**src/rtl/lfsr_pkg.sv**
```systemverilog
// lfsr_pkg
//   Shared definitions for the PRBS word arbiter: the reset/substitute seed,
//   the Galois feedback mask, the controller state type and the single-step
//   generator function used by the state register.
package lfsr_pkg;

  localparam logic [15:0] SEED_RST  = 16'hA2C1;
  localparam logic [15:0] POLY_MASK = 16'h8006;

  typedef enum logic [1:0] {
    IDLE  = 2'd0,
    SHIFT = 2'd1,
    DONE  = 2'd2
  } state_t;

  // One Galois step: shift right, fold the mask in when the bit leaving
  // position 0 is set.
  function automatic logic [15:0] lfsr_step(input logic [15:0] s,
                                            input logic [15:0] mask);
    return (s >> 1) ^ (s[0] ? mask : 16'h0000);
  endfunction

endpackage

```
**src/rtl/lfsr_word_arbiter_core.sv**
```systemverilog
// lfsr_galois_step_core
//   16-bit Galois PRBS state register.
//   Ports:
//     clk, nrst  clock, asynchronous active-low reset (state -> SEED_RST)
//     load       load 'seed' into the state (takes priority over en)
//     seed       value to load
//     en         advance the generator by one step
//     out_bit    current s[0], i.e. the bit produced by the next step
module lfsr_galois_step_core #(
  parameter logic [15:0] SEED_RST  = 16'hA2C1,
  parameter logic [15:0] POLY_MASK = 16'h8006
) (
  input  logic        clk,
  input  logic        nrst,
  input  logic        load,
  input  logic [15:0] seed,
  input  logic        en,
  output logic        out_bit
);
  import lfsr_pkg::*;

  logic [15:0] s;

  always_ff @(posedge clk or negedge nrst) begin
    if (!nrst) begin
      s <= SEED_RST;
    end else if (load) begin
      s <= seed;
    end else if (en) begin
      s <= lfsr_step(s, POLY_MASK);
    end
  end

  assign out_bit = s[0];

endmodule

```
**src/rtl/lfsr_word_arbiter.sv**
```systemverilog
// lfsr_word_arbiter
//   Shares one 16-bit Galois PRBS generator among NUM_REQ requesters. A
//   round-robin winner is captured from IDLE, the generator is stepped 16
//   times to assemble a word LSB first, then the word is presented for one
//   cycle together with a one-hot grant.
//   Ports:
//     clk, nrst      clock, asynchronous active-low reset
//     req            per-requester request level, held until its gnt
//     gnt            one-hot, one-cycle grant strobe qualifying 'word'
//     word           assembled PRBS word, zero whenever gnt is zero
//     seed_we, seed  generator reseed (honoured only in IDLE); zero seed
//                    substitutes SEED_RST and sets zero_seed_err
//     busy           high in SHIFT and DONE
//     zero_seed_err  sticky zero-seed flag, cleared only by reset
//     word_cnt       number of words delivered, wrapping
module lfsr_word_arbiter #(
  parameter int          NUM_REQ   = 4,
  parameter logic [15:0] SEED_RST  = lfsr_pkg::SEED_RST,
  parameter logic [15:0] POLY_MASK = lfsr_pkg::POLY_MASK
) (
  input  logic               clk,
  input  logic               nrst,
  input  logic [NUM_REQ-1:0] req,
  output logic [NUM_REQ-1:0] gnt,
  output logic [15:0]        word,
  input  logic               seed_we,
  input  logic [15:0]        seed,
  output logic               busy,
  output logic               zero_seed_err,
  output logic [15:0]        word_cnt
);
  import lfsr_pkg::*;

  localparam int PTR_W = (NUM_REQ > 1) ? $clog2(NUM_REQ) : 1;

  state_t             state;
  logic [PTR_W-1:0]   rr_ptr;
  logic [PTR_W-1:0]   winner;
  logic [3:0]         bit_cnt;
  logic [15:0]        word_sr;

  logic               gen_bit;
  logic               gen_load;
  logic               gen_en;
  logic [15:0]        gen_seed;

  // Round-robin search: rotate the request vector so the RR pointer lands
  // at bit 0, take the lowest set bit, then rotate the offset back.
  logic [2*NUM_REQ-1:0] req_dbl;
  logic [NUM_REQ-1:0]   req_rot;
  logic [PTR_W-1:0]     pick_ofs;
  logic [PTR_W:0]       pick_sum;
  logic [PTR_W-1:0]     pick;
  logic                 any_req;
  logic [PTR_W-1:0]     rr_next;

  assign req_dbl = {req, req} >> rr_ptr;
  assign req_rot = req_dbl[NUM_REQ-1:0];
  assign any_req = |req;

  always_comb begin
    pick_ofs = '0;
    for (int i = NUM_REQ - 1; i >= 0; i--) begin
      if (req_rot[i]) pick_ofs = PTR_W'(i);
    end
    pick_sum = {1'b0, rr_ptr} + {1'b0, pick_ofs};
    if (pick_sum >= (PTR_W+1)'(NUM_REQ)) begin
      pick = PTR_W'(pick_sum - (PTR_W+1)'(NUM_REQ));
    end else begin
      pick = PTR_W'(pick_sum);
    end
  end

  assign rr_next = (winner == PTR_W'(NUM_REQ - 1)) ? '0 : winner + PTR_W'(1);

  // Reseeding is only accepted while idle; a zero seed would lock the
  // generator at zero, so it is replaced by the reset seed.
  assign gen_load = (state == IDLE) && seed_we;
  assign gen_seed = (seed == 16'h0000) ? SEED_RST : seed;
  assign gen_en   = (state == SHIFT);

  lfsr_galois_step_core #(
    .SEED_RST  (SEED_RST),
    .POLY_MASK (POLY_MASK)
  ) u_core (
    .clk     (clk),
    .nrst    (nrst),
    .load    (gen_load),
    .seed    (gen_seed),
    .en      (gen_en),
    .out_bit (gen_bit)
  );

  // Word assembly: the bit about to leave the generator goes into position
  // bit_cnt. Every bit is rewritten before the word is presented, so this
  // register needs no reset.
  always_ff @(posedge clk) begin
    if (state == SHIFT) begin
      word_sr[bit_cnt] <= gen_bit;
    end
  end

  always_ff @(posedge clk or negedge nrst) begin
    if (!nrst) begin
      state         <= IDLE;
      rr_ptr        <= '0;
      winner        <= '0;
      bit_cnt       <= '0;
      gnt           <= '0;
      word          <= '0;
      zero_seed_err <= 1'b0;
      word_cnt      <= '0;
    end else begin
      gnt  <= '0;
      word <= '0;
      case (state)
        IDLE: begin
          if (seed_we) begin
            if (seed == 16'h0000) zero_seed_err <= 1'b1;
          end else if (any_req) begin
            winner  <= pick;
            bit_cnt <= '0;
            state   <= SHIFT;
          end
        end
        SHIFT: begin
          bit_cnt <= bit_cnt + 4'd1;
          if (bit_cnt == 4'd15) state <= DONE;
        end
        DONE: begin
          gnt      <= NUM_REQ'(1) << winner;
          word     <= word_sr;
          word_cnt <= word_cnt + 16'd1;
          rr_ptr   <= rr_next;
          state    <= IDLE;
        end
        default: state <= IDLE;
      endcase
    end
  end

  assign busy = (state != IDLE);

endmodule

```
**config.mk**
```make
export PLATFORM = sky130hd
export DESIGN_NAME = lfsr_word_arbiter
export DESIGN_NICKNAME = d
export VERILOG_FILES = /design/src/rtl/lfsr_pkg.sv /design/src/rtl/lfsr_word_arbiter_core.sv /design/src/rtl/lfsr_word_arbiter.sv
export SDC_FILE = /design/constraint.sdc
export NUM_CORES = 1
export LEC_CHECK = 0
export BUFFER_PORTS_ARGS = -buffer_cell sky130_fd_sc_hd__buf_4
export CAP_MARGIN = 20
export CORE_MARGIN = 8
export CORE_UTILIZATION = 47
export DETAILED_ROUTE_END_ITERATION = 12
export HOLD_SLACK_MARGIN = 0.02
export PLACE_DENSITY = 0.77
export SLEW_MARGIN = 20
export SYNTH_ARGS = -nofsm -noshare
export SYNTH_HDL_FRONTEND = slang
export SYNTH_SLANG_ARGS = --single-unit
```
**constraint.sdc**
```tcl
create_clock -name clk -period 4.64 [get_ports clk]
set_input_delay 1.392 -clock clk [delete_from_list [all_inputs] [get_ports clk]]
set_output_delay 1.392 -clock clk [all_outputs]
set_load 0.01 [all_outputs]
```
==> summary.md <==
| Metric | Value |
|---|---|
| Status | complete, no violations |
| Total Power | just over 2 mW |
| Final setup fails | 0 |
| DRT Wirelength | between 6000 and 7000 um |
| First-pass GRT wire length | 11300 um |
| Final core occ | 0.583 |
| Grt ovf | 0 |
| Worst hold path depth | 1 |
| Detailed Routing Iterations Pass 1 | 4 |
| Maximum vdd ir drop | about 0.25 mV |
| NumNets Final | 388 |
| Leak | 2.01 nW |
| Routed Antenna Nets | 0 |
| Vias | ~2300 |
| Die ar. | between 10000 and 15000 um^2 |
| Area of the core | around 7300 um^2 |
| Distinct cell type count after synthesis | between 40 and 50 |
| Top-level port count | 61 |
| Antenna cells | 0 |
| Top sig layer | met4 |
| Flops & latches, synth | between 70 and 80 |
| R2r endpoint | word_sr[1] |
| Post-synthesis mux area share | 0.0168 |
| EDFF count, synth | 16 |
| Startpoint types | register |
| H-tree levels | 3 |
| Clk slew on worst S/H paths | approximately 0.09 ns |
| Largest net degree at the start of global routing | between 60 and 70 |
| Layout cells sized above 1 | 0.261 |
| Die X | between 100 and 150 um |
| Hold-fix buffers at CTS | 0 |
| Overall routing resource usage | 0.138 |
| Clock buffer depth | 2 |
| WL per Instance | roughly 14 um |
| Die Span Y | around 100 um |
| Post-DP HPWL | ~4700 um |
| Final period util | 0.625 |
| Synth Warn # | 0 |
| Placer's final routability congestion estimate | roughly 0.79 |
| WHS Endpoint | word[10] |
| CP max FO | 25 |
| Critical path class | reg -> out |
| Adder-Cell Fraction of Synth Area | 0.0357 |
| Worst Path Required | between 3 and 4 ns |
| Placed insts | between 400 and 500 |
| Starting Density | 0.483 |
| Initial drt markers | 120 |
| Met3 wire len | around 410 um |
| Max Freq | 345 MHz |
| Post-CTS setup buffers | 0 |
| P&R area growth vs syn | 20.8% |
| RR Startpoint | state[0] |
| Cell Count, Final, Fillers Out | 459 |
| Post-synthesis cell count | a little under 300 |
| R2R depth | 4 |
| Worst-Margin Slew | ~0.76 ns |
| CTS tree | yes |
| Clock period minus worst slack | around 2.9 ns |
| Syn_nets | between 300 and 400 |
| Seq/Total Area, Yosys | 0.589 |
| Worst setup EP type | output pin |
| Via density | 5.10 |
| Max-cap violations | 0 |
| Most used DFF post-synth | dfrtp_1 |
| Fin. max-slew vios | 0 |
| Post-synthesis xor/xnor area fraction | 0.0475 |
| Initial antenna violation count | 0 |
| Largest family of logic cells by synthesized area | simple AND/OR/NAND/NOR gates |
| Simple-Gate Fraction of Synth Area | 0.181 |
| Relative slew slack | 0.495 |
| Min Hold Slack | roughly 0.45 ns |
| Metal-1 WL | about 3000 um |
| Synthesized cell area | 3500 um^2 |
| Unrepaired setup endpoints after global routing | no |
| Arrival time at the worst endpoint | between 1.5 and 2 ns |
| Worst-Skew Late Latency | approximately 0.35 ns |
| Clk_skew | ~0.009 ns |
| Met2 wire len | between 3000 and 4000 um |
| Root Buffer | clkbuf_8 |
| Setup tns final | 0 ns |
| Final Hold Viols | 0 |
| # rows | 31 |
| I/O Buffers | 60 |
| Syn avg cell area | about 12 um^2 |
| Worst min path class | reg -> reg |
| Synth Area in Compound Gates | 0.103 |
| Worst hold path startpoint | word_sr[10] |
| Post-CTS sizing | 0 |
| Vias in the first global route | 2427 |
| Cts bufs inserted | 9 |
| Pwr dens | a little under 500 nW/um^2 |
| Synth async-reset ratio | 0.797 |
| Clk sinks | 79 |
| Remaining routing DRC violations | 0 |
| FF-to-FF setup slack | about 2.7 ns |
routing by layer:
metal / vias to the layer above / track usage
met3: 7 / 0.0416
met4: 0 / 0.0643
met5: - / 0
met1: 1119 / 0.167
li1: 1152 / -
met2: 64 / 0.222
flip-flops by register name (all words and copies together) (netlist names):
register	count
bit_cnt	4
gnt	4
rr_ptr	2
state	2
u_core.s	16
winner	2
word	16
word_cnt	16
word_sr	16
zero_seed_err	1
placed cells by master, fill, tap and decap left out, drive strengths merged, types with 11 or more instances in the layout:
cell and n:
buf 63, dfrtp 57, and2 29, nand2 24
nor2 18, edfxtp 16, a22oi 15, xnor2 14
o21ai 13, inv 11
synth_stat cells, types with 3 or more instances:
master	count	area [um^2]
dfstp_2	6	158
and2_1	29	181
a22oi_1	15	113
a22o_1	3	26.3
clkbuf_1	7	26.3
nor2_1	17	63.8
xor2_1	5	43.8
nand3_1	7	35.0
a211o_1	6	52.6
inv_1	6	22.5
edfxtp_1	16	480
nor4_1	5	31.3
dfrtp_1	57	1430
buf_2	4	20.0
and3_1	9	56.3
o21ai_0	12	60.1
buf_4	3	22.5
xnor2_1	14	123
nand2_1	24	90.1
nor2b_1	4	25.0
mux2_2	3	33.8
ha_1	10	125
logic make-up after synthesis:
kind of cell	after synthesis
buffers and inverters	21
AND/OR/NAND/NOR	113
adder cells (fa/ha/maj)	10
flip-flops	79
AO/OA/AOI/OAI	49
XOR/XNOR	19
multiplexers	5
final cells by class:
cell class                 count  area [um^2]
fill                         618         3020
tap                           99          124
clock buffer                  10          149
timing repair buffer          63          473
inverter                       6         22.5
multi-input combinational    196         1340
clock inverter                 6         53.8
sequential                    79         2060
critical path, stage by stage (launching register included):
cell and delay, ns:
dfrtp_1 0.66, or2_1 0.36, buf_4 0.15
report_power, final:
part           leakage [nW]  switching, mW  internal (mW)
registers             0.973          0.167          0.892
clock network         0.101          0.268          0.238
logic                 0.936          0.249          0.267
total                  2.01          0.684           1.40
how the worst max path moves through the flow:
stage,from,end,slack [ns],cells after the start
after floorplan,req[3],winner[1],2.05,8
after global placement,req[0],winner[1],1.90,9
after detailed placement,req[0],winner[1],1.78,9
after CTS,state[0],busy,1.71,2
after global routing,state[0],busy,1.64,2
final,state[0],busy,1.74,2
stage by stage:
stage | worst slack, ns | cell area, um^2
2_1_floorplan | 2.05 | 3500
3_3_place_gp | 1.90 | 4030
3_5_place_dp | 1.78 | 4030
4_1_cts | 1.71 | 4230
5_1_grt | 1.64 | 4230
6_report | 1.74 | 4230
Note: power is estimated with default switching activity, not from simulation.
